File: src/rtl/ex_case_rx_if.sv
// Sample stream from the ex_case transmitter: one dv/data pair per sclk.
interface ex_case_rx_if;
  logic       i_dv;
  logic [7:0] i_data;

  modport master (output i_dv, output i_data);
  modport slave  (input  i_dv, input  i_data);
endinterface

File: src/rtl/ex_case_rx.sv
// Receive checker for the 7-slot ex_case stream: hunt for sync, confirm
// alignment, then check every slot, count errors and forward payload.
module ex_case_rx #(
  parameter int unsigned FRAME_LEN = 7,
  parameter logic [7:0]  SYNC_WORD = 8'h07,
  parameter logic [7:0]  PLD_WORD  = 8'h05,
  parameter int unsigned LOCK_CNT  = 2,
  parameter int unsigned LOSS_CNT  = 2
) (
  input  logic        sclk,
  input  logic        rst,
  ex_case_rx_if.slave rx,
  input  logic        i_clr,
  output logic        o_locked,
  output logic [2:0]  o_slot,
  output logic        o_err,
  output logic [15:0] o_err_cnt,
  output logic        o_frame_ok,
  output logic        o_pld_dv,
  output logic [7:0]  o_pld_data
);

  localparam logic [1:0] ST_HUNT    = 2'd0;
  localparam logic [1:0] ST_CONFIRM = 2'd1;
  localparam logic [1:0] ST_LOCKED  = 2'd2;

  localparam logic [2:0] LAST_SLOT = 3'(FRAME_LEN - 1);
  localparam logic [3:0] LOCK_TGT  = 4'(LOCK_CNT);
  localparam logic [3:0] LOSS_TGT  = 4'(LOSS_CNT);

  logic [1:0] state;
  logic [2:0] slot;       // slot expected for the current sample
  logic [3:0] good_cnt;
  logic [3:0] bad_cnt;
  logic       frame_bad;

  logic is_sync;
  logic slot_ok;
  logic is_last;
  logic is_pld;

  always_comb begin
    is_sync = rx.i_dv && (rx.i_data == SYNC_WORD);
    is_last = (slot == LAST_SLOT);
    is_pld  = (slot >= 3'd2);
    if (slot == 3'd0)
      slot_ok = is_sync;
    else if (slot == 3'd1)
      slot_ok = !rx.i_dv;
    else
      slot_ok = rx.i_dv && (rx.i_data == PLD_WORD);
  end

  always_ff @(posedge sclk) begin
    if (rst) begin
      state      <= ST_HUNT;
      slot       <= '0;
      good_cnt   <= '0;
      bad_cnt    <= '0;
      frame_bad  <= 1'b0;
      o_locked   <= 1'b0;
      o_slot     <= '0;
      o_err      <= 1'b0;
      o_err_cnt  <= '0;
      o_frame_ok <= 1'b0;
      o_pld_dv   <= 1'b0;
      o_pld_data <= '0;
    end else begin
      o_err      <= 1'b0;
      o_frame_ok <= 1'b0;
      o_pld_dv   <= 1'b0;
      o_slot     <= '0;
      case (state)
        ST_HUNT: begin
          if (is_sync) begin
            state    <= ST_CONFIRM;
            slot     <= 3'd1;
            good_cnt <= '0;
          end
        end
        ST_CONFIRM: begin
          o_slot <= slot;
          if (!slot_ok) begin
            o_err <= 1'b1;
            // A failing sample that is itself a sync word restarts the confirm
            if (is_sync) begin
              slot     <= 3'd1;
              good_cnt <= '0;
            end else begin
              state <= ST_HUNT;
              slot  <= '0;
            end
          end else if (is_last) begin
            slot     <= '0;
            good_cnt <= good_cnt + 4'd1;
            if (good_cnt + 4'd1 == LOCK_TGT) begin
              state     <= ST_LOCKED;
              o_locked  <= 1'b1;
              bad_cnt   <= '0;
              frame_bad <= 1'b0;
            end
          end else begin
            slot <= slot + 3'd1;
          end
        end
        ST_LOCKED: begin
          o_slot <= slot;
          if (!slot_ok) begin
            o_err     <= 1'b1;
            frame_bad <= 1'b1;
          end
          if (is_pld) begin
            o_pld_dv   <= rx.i_dv;
            o_pld_data <= rx.i_data;
          end
          if (is_last) begin
            slot      <= '0;
            frame_bad <= 1'b0;
            if (slot_ok && !frame_bad) begin
              o_frame_ok <= 1'b1;
              bad_cnt    <= '0;
            end else begin
              bad_cnt <= bad_cnt + 4'd1;
              if (bad_cnt + 4'd1 == LOSS_TGT) begin
                state    <= ST_HUNT;
                o_locked <= 1'b0;
              end
            end
          end else begin
            slot <= slot + 3'd1;
          end
        end
        default: begin
          state    <= ST_HUNT;
          slot     <= '0;
          o_locked <= 1'b0;
        end
      endcase

      if (i_clr)
        o_err_cnt <= '0;
      else if ((state == ST_LOCKED) && !slot_ok && (o_err_cnt != 16'hFFFF))
        o_err_cnt <= o_err_cnt + 16'd1;
    end
  end

endmodule
File: src/flat_wrapper.sv
// flat-port wrapper written by rule: the top's interface ports become plain ports
module ex_case_rx_flat 
#(
  parameter int unsigned FRAME_LEN = 7,
  parameter logic [7:0]  SYNC_WORD = 8'h07,
  parameter logic [7:0]  PLD_WORD  = 8'h05,
  parameter int unsigned LOCK_CNT  = 2,
  parameter int unsigned LOSS_CNT  = 2
)
  (sclk, rst, i_clr, o_locked, o_slot, o_err, o_err_cnt, o_frame_ok, o_pld_dv, o_pld_data, rx_i_dv, rx_i_data);
  ex_case_rx_if rx_i ();
  input  logic sclk;
  input  logic rst;
  input  logic i_clr;
  output logic o_locked;
  output logic [2:0] o_slot;
  output logic o_err;
  output logic [15:0] o_err_cnt;
  output logic o_frame_ok;
  output logic o_pld_dv;
  output logic [7:0] o_pld_data;
  input wire logic [$bits(rx_i.i_dv)-1:0] rx_i_dv;
  input wire logic [$bits(rx_i.i_data)-1:0] rx_i_data;
  assign rx_i.i_dv = rx_i_dv;
  assign rx_i.i_data = rx_i_data;
  ex_case_rx #(.FRAME_LEN(FRAME_LEN), .SYNC_WORD(SYNC_WORD), .PLD_WORD(PLD_WORD), .LOCK_CNT(LOCK_CNT), .LOSS_CNT(LOSS_CNT)) u_core (.sclk(sclk), .rst(rst), .rx(rx_i), .i_clr(i_clr), .o_locked(o_locked), .o_slot(o_slot), .o_err(o_err), .o_err_cnt(o_err_cnt), .o_frame_ok(o_frame_ok), .o_pld_dv(o_pld_dv), .o_pld_data(o_pld_data));
endmodule
File: config.mk
export PLATFORM = sky130hd
export DESIGN_NAME = ex_case_rx_flat
export DESIGN_NICKNAME = d
export VERILOG_FILES = /design/src/rtl/ex_case_rx_if.sv /design/src/rtl/ex_case_rx.sv /design/src/flat_wrapper.sv
export SDC_FILE = /design/constraint.sdc
export NUM_CORES = 1
export LEC_CHECK = 0
export BUFFER_PORTS_ARGS = -buffer_cell sky130_fd_sc_hd__buf_2
export CAP_MARGIN = 20
export CORE_ASPECT_RATIO = 1.1
export CORE_UTILIZATION = 39
export CTS_CLUSTER_DIAMETER = 50
export DETAILED_ROUTE_END_ITERATION = 10
export SLEW_MARGIN = 10
export SYNTH_ARGS = -nofsm -noshare
export SYNTH_HDL_FRONTEND = slang
export SYNTH_SLANG_ARGS = --single-unit
File: constraint.sdc
create_clock -name sclk -period 3.05 [get_ports sclk]
set_input_delay 0 -clock sclk [delete_from_list [all_inputs] [get_ports sclk]]
set_output_delay 0 -clock sclk [all_outputs]
set_load 0.02 [all_outputs]
==> After elaboration in Yosys (flattened, before gate mapping) <==
Cells that the tools add are included.
{ "word_totals": {"latch_bits": 0, "out_inout_bits": 31, "memories": 0, "regBits": 45, "rom_bits": 0, "elab_cells": 106, "ramBits": 0} }
{ "classes": {"reduce_logical": 23, "mux": 41, "div_mod_pow": 0, "mul": 0, "bitwise": 5, "shifts": 0, "n_eq_ne": 20, "n_lt_le_gt_ge": 1, "add_sub_neg": 4} }
{ "op_table": {"columns": ["operator", "count"], "rows": [
  ["4-bit 2-to-1 mux", 8],
  ["16-bit by 1-bit adder with 16-bit output (second input constant)", 1],
  ["8-bit by 3-bit == test with 1-bit output (second input constant)", 2],
  ["1-bit 2-to-1 mux", 16],
  ["2-bit 2-to-1 mux", 8],
  ["16-bit inequality test (second input constant)", 1],
  ["4-bit one-hot mux with 2 select lines", 2],
  ["7-bit AND reduction", 2],
  ["2-bit by 1-bit inequality test with 1-bit output (second input constant)", 6],
  ["3-bit inequality test (second input constant)", 4],
  ["5-bit AND reduction", 2],
  ["3-bit 2-to-1 mux", 3],
  ["3-bit one-hot mux with 3 select lines", 1],
  ["4-bit by 1-bit adder with 4-bit output (second input constant)", 2],
  ["4-bit by 2-bit == test with 1-bit output (second input constant)", 2],
  ["2-bit one-hot mux with 3 select lines", 1],
  ["2-bit OR reduction", 3],
  ["3-bit OR reduction", 2],
  ["1-bit logical AND", 5],
  ["1-bit NOT", 5],
  ["2-bit AND reduction", 2],
  ["2-bit nonzero test", 2],
  ["3-bit by 1-bit adder with 3-bit output (second input constant)", 1],
  ["3-bit by 1-bit == test with 1-bit output (second input constant)", 1],
  ["10 further kinds", 12]
]} }

==> Logic depth before layout (Yosys ltp) <==
Gate-level depths: netlist of the first run.
{ "logic_depth": {"word_depth": 8, "mapped_depth": 8, "depth_no_buf": 7} }

==> Worst setup path after synthesis of the first run <==
OpenSTA, ideal clock, no wires.
{ "synth_path": {"path_kind": "reg2reg", "startpoint": "register u_core.o_err_cnt[3]", "endpoint": "register u_core.o_err_cnt[14]", "path_slack_ps": 1147, "path_stages_with_launch": 7, "setup_ps": 128, "t_arrival_ps": 1775, "path_buffers": 0, "period_less_slack_ps": 1903, "path_cell_list": "dfxtp_1 -> nand4_1 -> nor3_1 -> nand2_1 -> or4_1 -> xor2_1 -> nor2_1"} }
{ "synth_via": {"elab_chain_len": 2, "word_cells_on_any_way": 3, "classes_between": "add/sub: 1; eq/ne: 1; reduce/logical: 1"} }
{ "synth_rtl": {"columns": ["item", "line", "text"], "rows": [
  ["start, declared", "ex_case_rx.sv:17", "output logic [15:0] o_err_cnt,"],
  ["start signal, assigned", "ex_case_rx.sv:143", "o_err_cnt <= o_err_cnt + 16'd1;"],
  ["branches (longest 2 deep; another with 16-bit by 1-bit adder with 16-bit output)", null, null]
]} }
Parallel ways; which one is timed is not known.
A chain may end at the register's enable or synchronous reset.

==> Worst setup path in the final report of the first run <==
{ "layout_path": {"startpoint": "register u_core.slot[2]", "endpoint": "register u_core.o_err_cnt[14]"} }
{ "layout_via": {"elab_chain_len": 6, "word_cells_on_any_way": 7, "classes_between": "eq/ne: 1; mux: 2; reduce/logical: 4"} }
{ "layout_rtl": {"columns": ["item", "line", "text"], "rows": [
  ["start, declared", "ex_case_rx.sv:32", "logic [2:0] slot;"],
  ["start signal, assigned", "ex_case_rx.sv:103", "slot <= slot + 3'd1;"],
  ["start signal, assigned", "ex_case_rx.sv:130", "slot <= slot + 3'd1;"],
  ["3-bit by 1-bit == test with 1-bit output", "ex_case_rx.sv:48", "else if (slot == 3'd1)"],
  ["1-bit 2-to-1 mux", "ex_case_rx.sv:48", null],
  ["1-bit 2-to-1 mux (*)", "ex_case_rx.sv:46", "if (slot == 3'd0)"],
  ["1-bit logical NOT (*)", null, null],
  ["1-bit logical AND (*) (2 in series)", "ex_case_rx.sv:142", "else if ((state == ST_LOCKED) && !slot_ok && (o_err_cnt != 16'hFFFF))"]
]} }
Every way passes the cells marked *; elsewhere a longest branch is shown, timed or not.

==> results of run 1 <==
cell usage after synthesis, types with 2 or more instances:
cell type | count | area (µm²)
nand2b_1 | 3 | 18.8
or3_1 | 3 | 18.8
xor2_1 | 7 | 61.3
xnor2_1 | 10 | 87.6
a31oi_1 | 2 | 12.5
a21oi_1 | 15 | 75.1
nor3_1 | 8 | 40.0
a2111oi_0 | 2 | 17.5
nor3b_1 | 2 | 15.0
and2_4 | 2 | 17.5
nor2b_1 | 3 | 18.8
mux2i_1 | 4 | 40.0
nor4_1 | 7 | 43.8
clkbuf_1 | 9 | 33.8
dfxtp_1 | 45 | 901
inv_1 | 12 | 45.0
ha_1 | 9 | 113
and3_1 | 2 | 12.5
nand3_1 | 19 | 95.1
o21ai_0 | 11 | 55.1
buf_2 | 3 | 15.0
nand4_1 | 10 | 62.6
nor4b_1 | 2 | 17.5
a41oi_1 | 2 | 17.5
and2_1 | 5 | 31.3
nand2_1 | 24 | 90.1
nor2_1 | 27 | 101
o21ai_1 | 2 | 10.0
sequential cells by signal (all words and copies together) (netlist names):
register / count
u_core.state: 2
u_core.o_err_cnt: 16
u_core.o_pld_dv: 1
u_core.o_locked: 1
u_core.bad_cnt: 4
u_core.frame_bad: 1
u_core.o_frame_ok: 1
u_core.o_pld_data: 8
u_core.slot: 3
u_core.o_err: 1
u_core.good_cnt: 4
u_core.o_slot: 3
cell type report:
cell class	count	area, µm²
fillers	573	3020
clock inverters	1	30.0
clock buffers	7	86.3
well taps	77	96.3
multi-input cells	210	1370
inverters	12	45.0
repair buffers	51	295
flip-flops and latches	45	901
power by group:
| group | leakage [nW] | total (mW) | switching, mW | internal (mW) |
|---|---|---|---|---|
| registers | 0.362 | 0.594 | 0.00351 | 0.590 |
| logic | 0.672 | 0.0800 | 0.0451 | 0.0350 |
| clock network | 0.0585 | 0.468 | 0.200 | 0.267 |
stage by stage:
step	hold slack, ns	instances	total power, mW
final	0.0390	403	1.14
after CTS	0.0326	403	1.15
after global routing	0.0443	403	1.19
after global placement	0.280	388	0.681
after detailed placement	0.282	388	0.681
after floorplan	0.148	281	0.657
routing by layer:
| metal | vias up | global-route usage (%) | wire (µm) |
|---|---|---|---|
| li1 | 1085 | - | - |
| met1 | 990 | 20.1 | 2460 |
| met2 | 42 | 30.5 | 2530 |
| met3 | 12 | 3.93 | 182 |
| met4 | 0 | 6.64 | 125 |
| met5 | - | 0 | 0 |
how the worst min path moves through the flow:
stage / start / to / depth (start not counted)
floorplan: rx_i_data[0] / u_core.o_pld_data[0] / 2
global placement: rx_i_data[3] / u_core.o_pld_data[3] / 3
detailed placement: rx_i_data[3] / u_core.o_pld_data[3] / 3
CTS: rx_i_data[1] / u_core.o_pld_data[1] / 3
global route: rx_i_dv / u_core.o_pld_dv / 2
finish: rx_i_data[1] / u_core.o_pld_data[1] / 3
worst max-delay path: stages (launching register included):
cell and delay, ns:
dfxtp_1 0.51, or2_1 0.45, nand2b_1 0.24, nand2_1 0.17
or4_1 0.57, xor2_1 0.14, nor2_1 0.05
logic make-up (layout without fill, tap and decap cells):
group | count (synthesis) | in the layout | share of synthesized area, %
multiplexers | 4 | 4 | 1.68
flip-flops | 45 | 45 | 37.9
buffers and inverters | 26 | 71 | 4.42
adder cells (fa/ha/maj) | 9 | 9 | 4.73
XOR/XNOR | 17 | 17 | 6.26
AO/OA/AOI/OAI | 48 | 48 | 13.8
AND/OR/NAND/NOR | 132 | 132 | 31.2
==> impl_metrics.env, run 1 <==
export IMPL_status="completed"
export IMPL_syn_nets=302
export IMPL_rsz0062_at_grt="false"
export IMPL_cts_inserted_buffers=5
export IMPL_area_delta_synth_final_pct=18.8
export IMPL_cp_endpoint="u_core.o_err_cnt[14]"
export IMPL_slew_viol_final=0
export IMPL_utilization_pct=48.4
export IMPL_hpwl_um=3890
export IMPL_grt_pass1_wl_um=8960
export IMPL_finalCriticalPeriod_ns=2.23
export IMPL_row_count=29
export IMPL_critPathArrivalTime_ns=2.42
export IMPL_min_period_over_period_pct=73.2
export IMPL_diodes=0
export IMPL_yosysSeqAreaShare_pct=37.9
export IMPL_fin_skew_ns=0.00810
export IMPL_ys_types=59
export IMPL_fin_nets=346
export IMPL_syn_avg_cell_area_um2=8.46
export IMPL_required_ns=3.23
export IMPL_drc=0
export IMPL_finalSetupTns_ns=0
export IMPL_io_buffer_count=42
export IMPL_reg2reg_to="u_core.o_err_cnt[14]"
export IMPL_hold_violations=0
export IMPL_die_h_um=83.9
export IMPL_layout_common_cells="dfxtp_1 (45), buf_2 (42), nor2_1 (27)"
export IMPL_wl_per_cell_um=13.1
export IMPL_syn_inst=281
export IMPL_grt_antenna_before_repair=0
export IMPL_firstDrtPassIters=4
export IMPL_die_area_um2=6420
export IMPL_relSlewSlack_pct=54.6
export IMPL_core_um2=5840
export IMPL_clk_latency_ns=0.30
export IMPL_cts_setup_buffers=0
export IMPL_dr_total_vias=2129
export IMPL_h_tree_depth=2
export IMPL_startpoint_type="flip-flop"
export IMPL_ys_warn_count=0
export IMPL_grt_pass1_vias=2026
export IMPL_startpoint="u_core.slot[2]"
export IMPL_critPathMaxFanout=14
export IMPL_routed_wl_um=5300
export IMPL_post_place_ws_ns=0.860
export IMPL_cts_hold_buf=7
export IMPL_final_common_cell="dfxtp_1"
export IMPL_placed_cell_area_um2=2640
export IMPL_initial_core_util_pct=40.7
export IMPL_worst_pin_slew_ns=0.675
export IMPL_setup_viol=0
export IMPL_gp_congestion=0.820
export IMPL_drtIter0Drc=62
export IMPL_leakage_nw=1.09
export IMPL_die_x_um=76.5
export IMPL_ir_drop_v=0.000209
export IMPL_endpoint_kind="flip-flop"
export IMPL_max_freq_mhz=448
export IMPL_synth_area_um2=2380
export IMPL_grt_ovfl_total=0
export IMPL_drive_gt1_share_pct=20.9
export IMPL_synth_edf_count=0
export IMPL_synth_ff_type="dfxtp_1"
export IMPL_r2r_setup_slack_ns=0.82
export IMPL_fin_area_um2=2830
export IMPL_grt_use_total_pct=17.3
export IMPL_cts_buffer_depth=2
export IMPL_cts_sinks=45
export IMPL_path_clk_slew_ns=0.08
export IMPL_clock_root_buffer="clkbuf_8"
export IMPL_hold_path_class="primary input to flip-flop"
export IMPL_finalWorstSetupSlack_ns=0.817
export IMPL_worstSetupPathType="flip-flop to flip-flop"
export IMPL_worst_r2r_path_depth=6
export IMPL_grt_max_degree=26
export IMPL_p_per_area_nw_per_um2=404
export IMPL_r2r_start="u_core.slot[2]"
export IMPL_cts_resized=0
export IMPL_ys_seq_elements=45
export IMPL_vias_per_cell=5.28
export IMPL_cts_tree="built"
export IMPL_io_pins=43
export IMPL_synthArstFlopShare_pct=0
export IMPL_postRouteAntennaNets=0
export IMPL_drv_cap=0
(Power assumes the default switching activity.)
==> run 2, diff against run 1 <==
--- a/config.mk
+++ b/config.mk
@@ -5,6 +5,7 @@
 export SDC_FILE = /design/constraint.sdc
 export NUM_CORES = 1
 export LEC_CHECK = 0
+export ABC_AREA = 1
 export BUFFER_PORTS_ARGS = -buffer_cell sky130_fd_sc_hd__buf_2
 export CAP_MARGIN = 20
 export CORE_ASPECT_RATIO = 1.1
==> constraint.sdc (replaced) <==
create_clock -name sclk -period 1.8 [get_ports sclk]
set_input_delay 0 -clock sclk [delete_from_list [all_inputs] [get_ports sclk]]
set_output_delay 0 -clock sclk [all_outputs]
set_load 0.02 [all_outputs]
==> impl_metrics.env, run 2 <==
export IMPL_synth_top_cell_area_share_pct=36.1
export IMPL_final_common_cell="nand2_1"
export IMPL_required_ns=1.99
export IMPL_yosysMostFrequentCell="nand2_1"
export IMPL_startpoint_type="primary input"
export IMPL_leakage_nw=1.26
export IMPL_largest_reg_flops=16
export IMPL_p_per_area_nw_per_um2=863
export IMPL_grt_ovfl_total=0
export IMPL_initial_core_util_pct=40.3
export IMPL_min_period_over_period_pct=91.4
export IMPL_setup_viol=0
export IMPL_h_tree_depth=2
export IMPL_syn_inst=345
export IMPL_max_freq_mhz=608
export IMPL_firstDrtPassIters=4
export IMPL_synth_area_leader_cell="dfxtp_1"
export IMPL_r2r_setup_slack_ns=0.16
export IMPL_layout_common_cells="nand2_1 (70), dfxtp_1 (43), nor2_1 (42), buf_2 (42), a21oi_1 (36)"
export IMPL_drive_gt1_share_pct=21.3
export IMPL_syn_nets=366
export IMPL_clock_root_buffer="clkbuf_8"
export IMPL_synth_area_leaders="dfxtp_1 (36%), nand2_1 (11%), a21oi_1 (7.2%)"
export IMPL_reg2reg_to="u_core.o_err_cnt[8]"
export IMPL_worstSetupPathType="primary input to flip-flop"
export IMPL_holdPathStages=3
export IMPL_routed_wl_um=6050
export IMPL_drc=0
export IMPL_hold_violations=0
export IMPL_ir_drop_v=0.000467
export IMPL_fin_skew_ns=0.0122
export IMPL_synth_area_um2=2500
export IMPL_gr_max_usage_layer="met2"
export IMPL_cts_buffer_depth=2
export IMPL_worst_pin_slew_ns=0.533
export IMPL_slew_viol_final=0
export IMPL_grt_util_met1_pct=22.3
export IMPL_p_sw_mw=0.971
export IMPL_power_share_sequential_pct=42.4
export IMPL_ys_types=33
export IMPL_yosys_top_cells_count="nand2_1 (71), dfxtp_1 (45), nor2_1 (44)"
export IMPL_die_x_um=78.3
export IMPL_hold_path_class="primary input to flip-flop"
export IMPL_power_total_mw=2.61
export IMPL_clk_latency_ns=0.30
export IMPL_status="completed"
export IMPL_use_met2_pct=32.5
export IMPL_grt_use_met3_pct=3.94
export IMPL_endpoint_kind="flip-flop"
export IMPL_relSlewSlack_pct=64.4
export IMPL_io_buffer_count=42
export IMPL_r2r_start="u_core.o_err_cnt[3]"
export IMPL_dr_total_vias=2394
export IMPL_grt_use_total_pct=18.9
export IMPL_drtIter0Drc=70
export IMPL_yosysSeqAreaShare_pct=36.1
export IMPL_grt_pass1_vias=2248
export IMPL_path_clk_slew_ns=0.09
export IMPL_area_delta_synth_final_pct=20.9
export IMPL_whs_endpoint="u_core.o_pld_dv"
export IMPL_swShare_pct=37.2
export IMPL_grt_antenna_before_repair=0
export IMPL_critPathArrivalTime_ns=1.83
export IMPL_die_area_um2=6730
export IMPL_top_register="u_core.o_err_cnt"
export IMPL_synth_ff_type="dfxtp_1"
export IMPL_row_count=30
export IMPL_gp_congestion=0.853
export IMPL_finalSetupTns_ns=0
export IMPL_synth_edf_count=0
export IMPL_min_delay_start="rx_i_dv"
export IMPL_critPathMaxFanout=13
export IMPL_cts_inserted_buffers=5
export IMPL_core_um2=6190
export IMPL_ys_seq_elements=45
export IMPL_ys_warn_count=0
export IMPL_drv_cap=0
export IMPL_wl_per_cell_um=12.5
export IMPL_finalCriticalPeriod_ns=1.64
export IMPL_cts_sinks=45
export IMPL_syn_avg_cell_area_um2=7.24
export IMPL_postRouteAntennaNets=0
export IMPL_largestRegisters="u_core.o_err_cnt x16, u_core.o_pld_data x8"
export IMPL_cts_tree="built"
export IMPL_grt_pass1_wl_um=10100
export IMPL_io_pins=43
export IMPL_synthArstFlopShare_pct=0
export IMPL_fill_cells=657
export IMPL_worst_r2r_path_depth=6
export IMPL_die_h_um=86.0
export IMPL_grt_max_degree=17
export IMPL_vias_per_cell=4.95
export IMPL_pwr_share_clk_pct=23.9
export IMPL_power_internal_mw=1.64
export IMPL_fin_nets=424
export IMPL_hpwl_um=4300
export IMPL_combPwrFrac_pct=33.7
export IMPL_diodes=0
[run 2: cell type report]
class / instances / area (µm²) / share of cell area, %
Multi-Input combinational cell: 257 / 1450 / 47.8
Timing Repair Buffer: 59 / 358 / 11.8
Tap cell: 80 / 100 / 3.31
Clock buffer: 7 / 76.3 / 2.53
Inverter: 35 / 131 / 4.35
Clock inverter: 1 / 7.51 / 0.248
Sequential cell: 45 / 903 / 29.9
[run 2: cell families (layout without fill, tap and decap cells)]
family                     after synthesis  in the layout  share of synthesized area (%)
and+or+nand+nor                        178            178                           33.2
AOI/OAI and AO/OA                       52             52                           12.2
DFF                                     45             45                           36.1
buffers and inverters                   43            102                           7.76
xor gates and xnor gates                18             18                           6.31
adders and majority gates                9              9                           4.51
[run 2: repair_timing]
action	CTS	global route
setup buffers	0	1
gates resized for setup	0	10
setup endpoints to repair	0	19
hold buffers	8	0
endpoints found under the hold margin	8	0
[run 2: worst max path at each step]
stage	start	to	slack (ns)
floorplan	u_core.o_err_cnt[0]	u_core.o_err_cnt[0]	0.08
global placement	u_core.slot[1]	u_core.good_cnt[2]	0.16
detailed placement	u_core.slot[1]	u_core.good_cnt[3]	0.12
CTS	rx_i_data[2]	u_core.good_cnt[2]	0.05
global route	u_core.o_err_cnt[3]	u_core.o_err_cnt[8]	-0.002
finish	rx_i_data[4]	u_core.state[1]	0.16
[run 2: critical path, cell delays in order]
cell and delay (ns):
dlygate4sd3_1 0.53, buf_2 0.14, nor2_1 0.09, nand2_1 0.06, nor2_1 0.13, nand2_2 0.11, nand2_4 0.10, nand2_8 0.11
nor2_4 0.17, nand2_1 0.12, nand3_2 0.12, nand2_1 0.06, nand2_1 0.06, nor2_1 0.04
[run 2: power by group through the flow]
stage	clock network [mW]	registers [mW]	logic [mW]
after global placement	0	1.12	0.821
final	0.624	1.11	0.878
after global routing	0.684	1.12	0.986
after CTS	0.650	1.10	0.842
after floorplan	0	1.14	0.642
after detailed placement	0	1.13	0.824
[run 2: through the flow]
stage	instances	instance area (µm²)	utilization, %	hold slack, ns	setup WS (ns)
2_1_floorplan	345	2500	-	0.135	0.0779
3_3_place_gp	467	2810	45.3	0.270	0.161
3_5_place_dp	467	2810	45.3	0.278	0.124
4_1_cts	483	2970	48.0	0.0274	0.0529
5_1_grt	484	3020	48.8	0.0461	-0.00234
6_report	484	3020	48.8	0.0296	0.155
[run 2: metal layers]
metal | vias up | share of wire (%)
met1 | 1091 | 45
li1 | 1230 | -
met5 | - | 0
met2 | 58 | 49
met4 | 0 | 2.4
met3 | 15 | 3.6
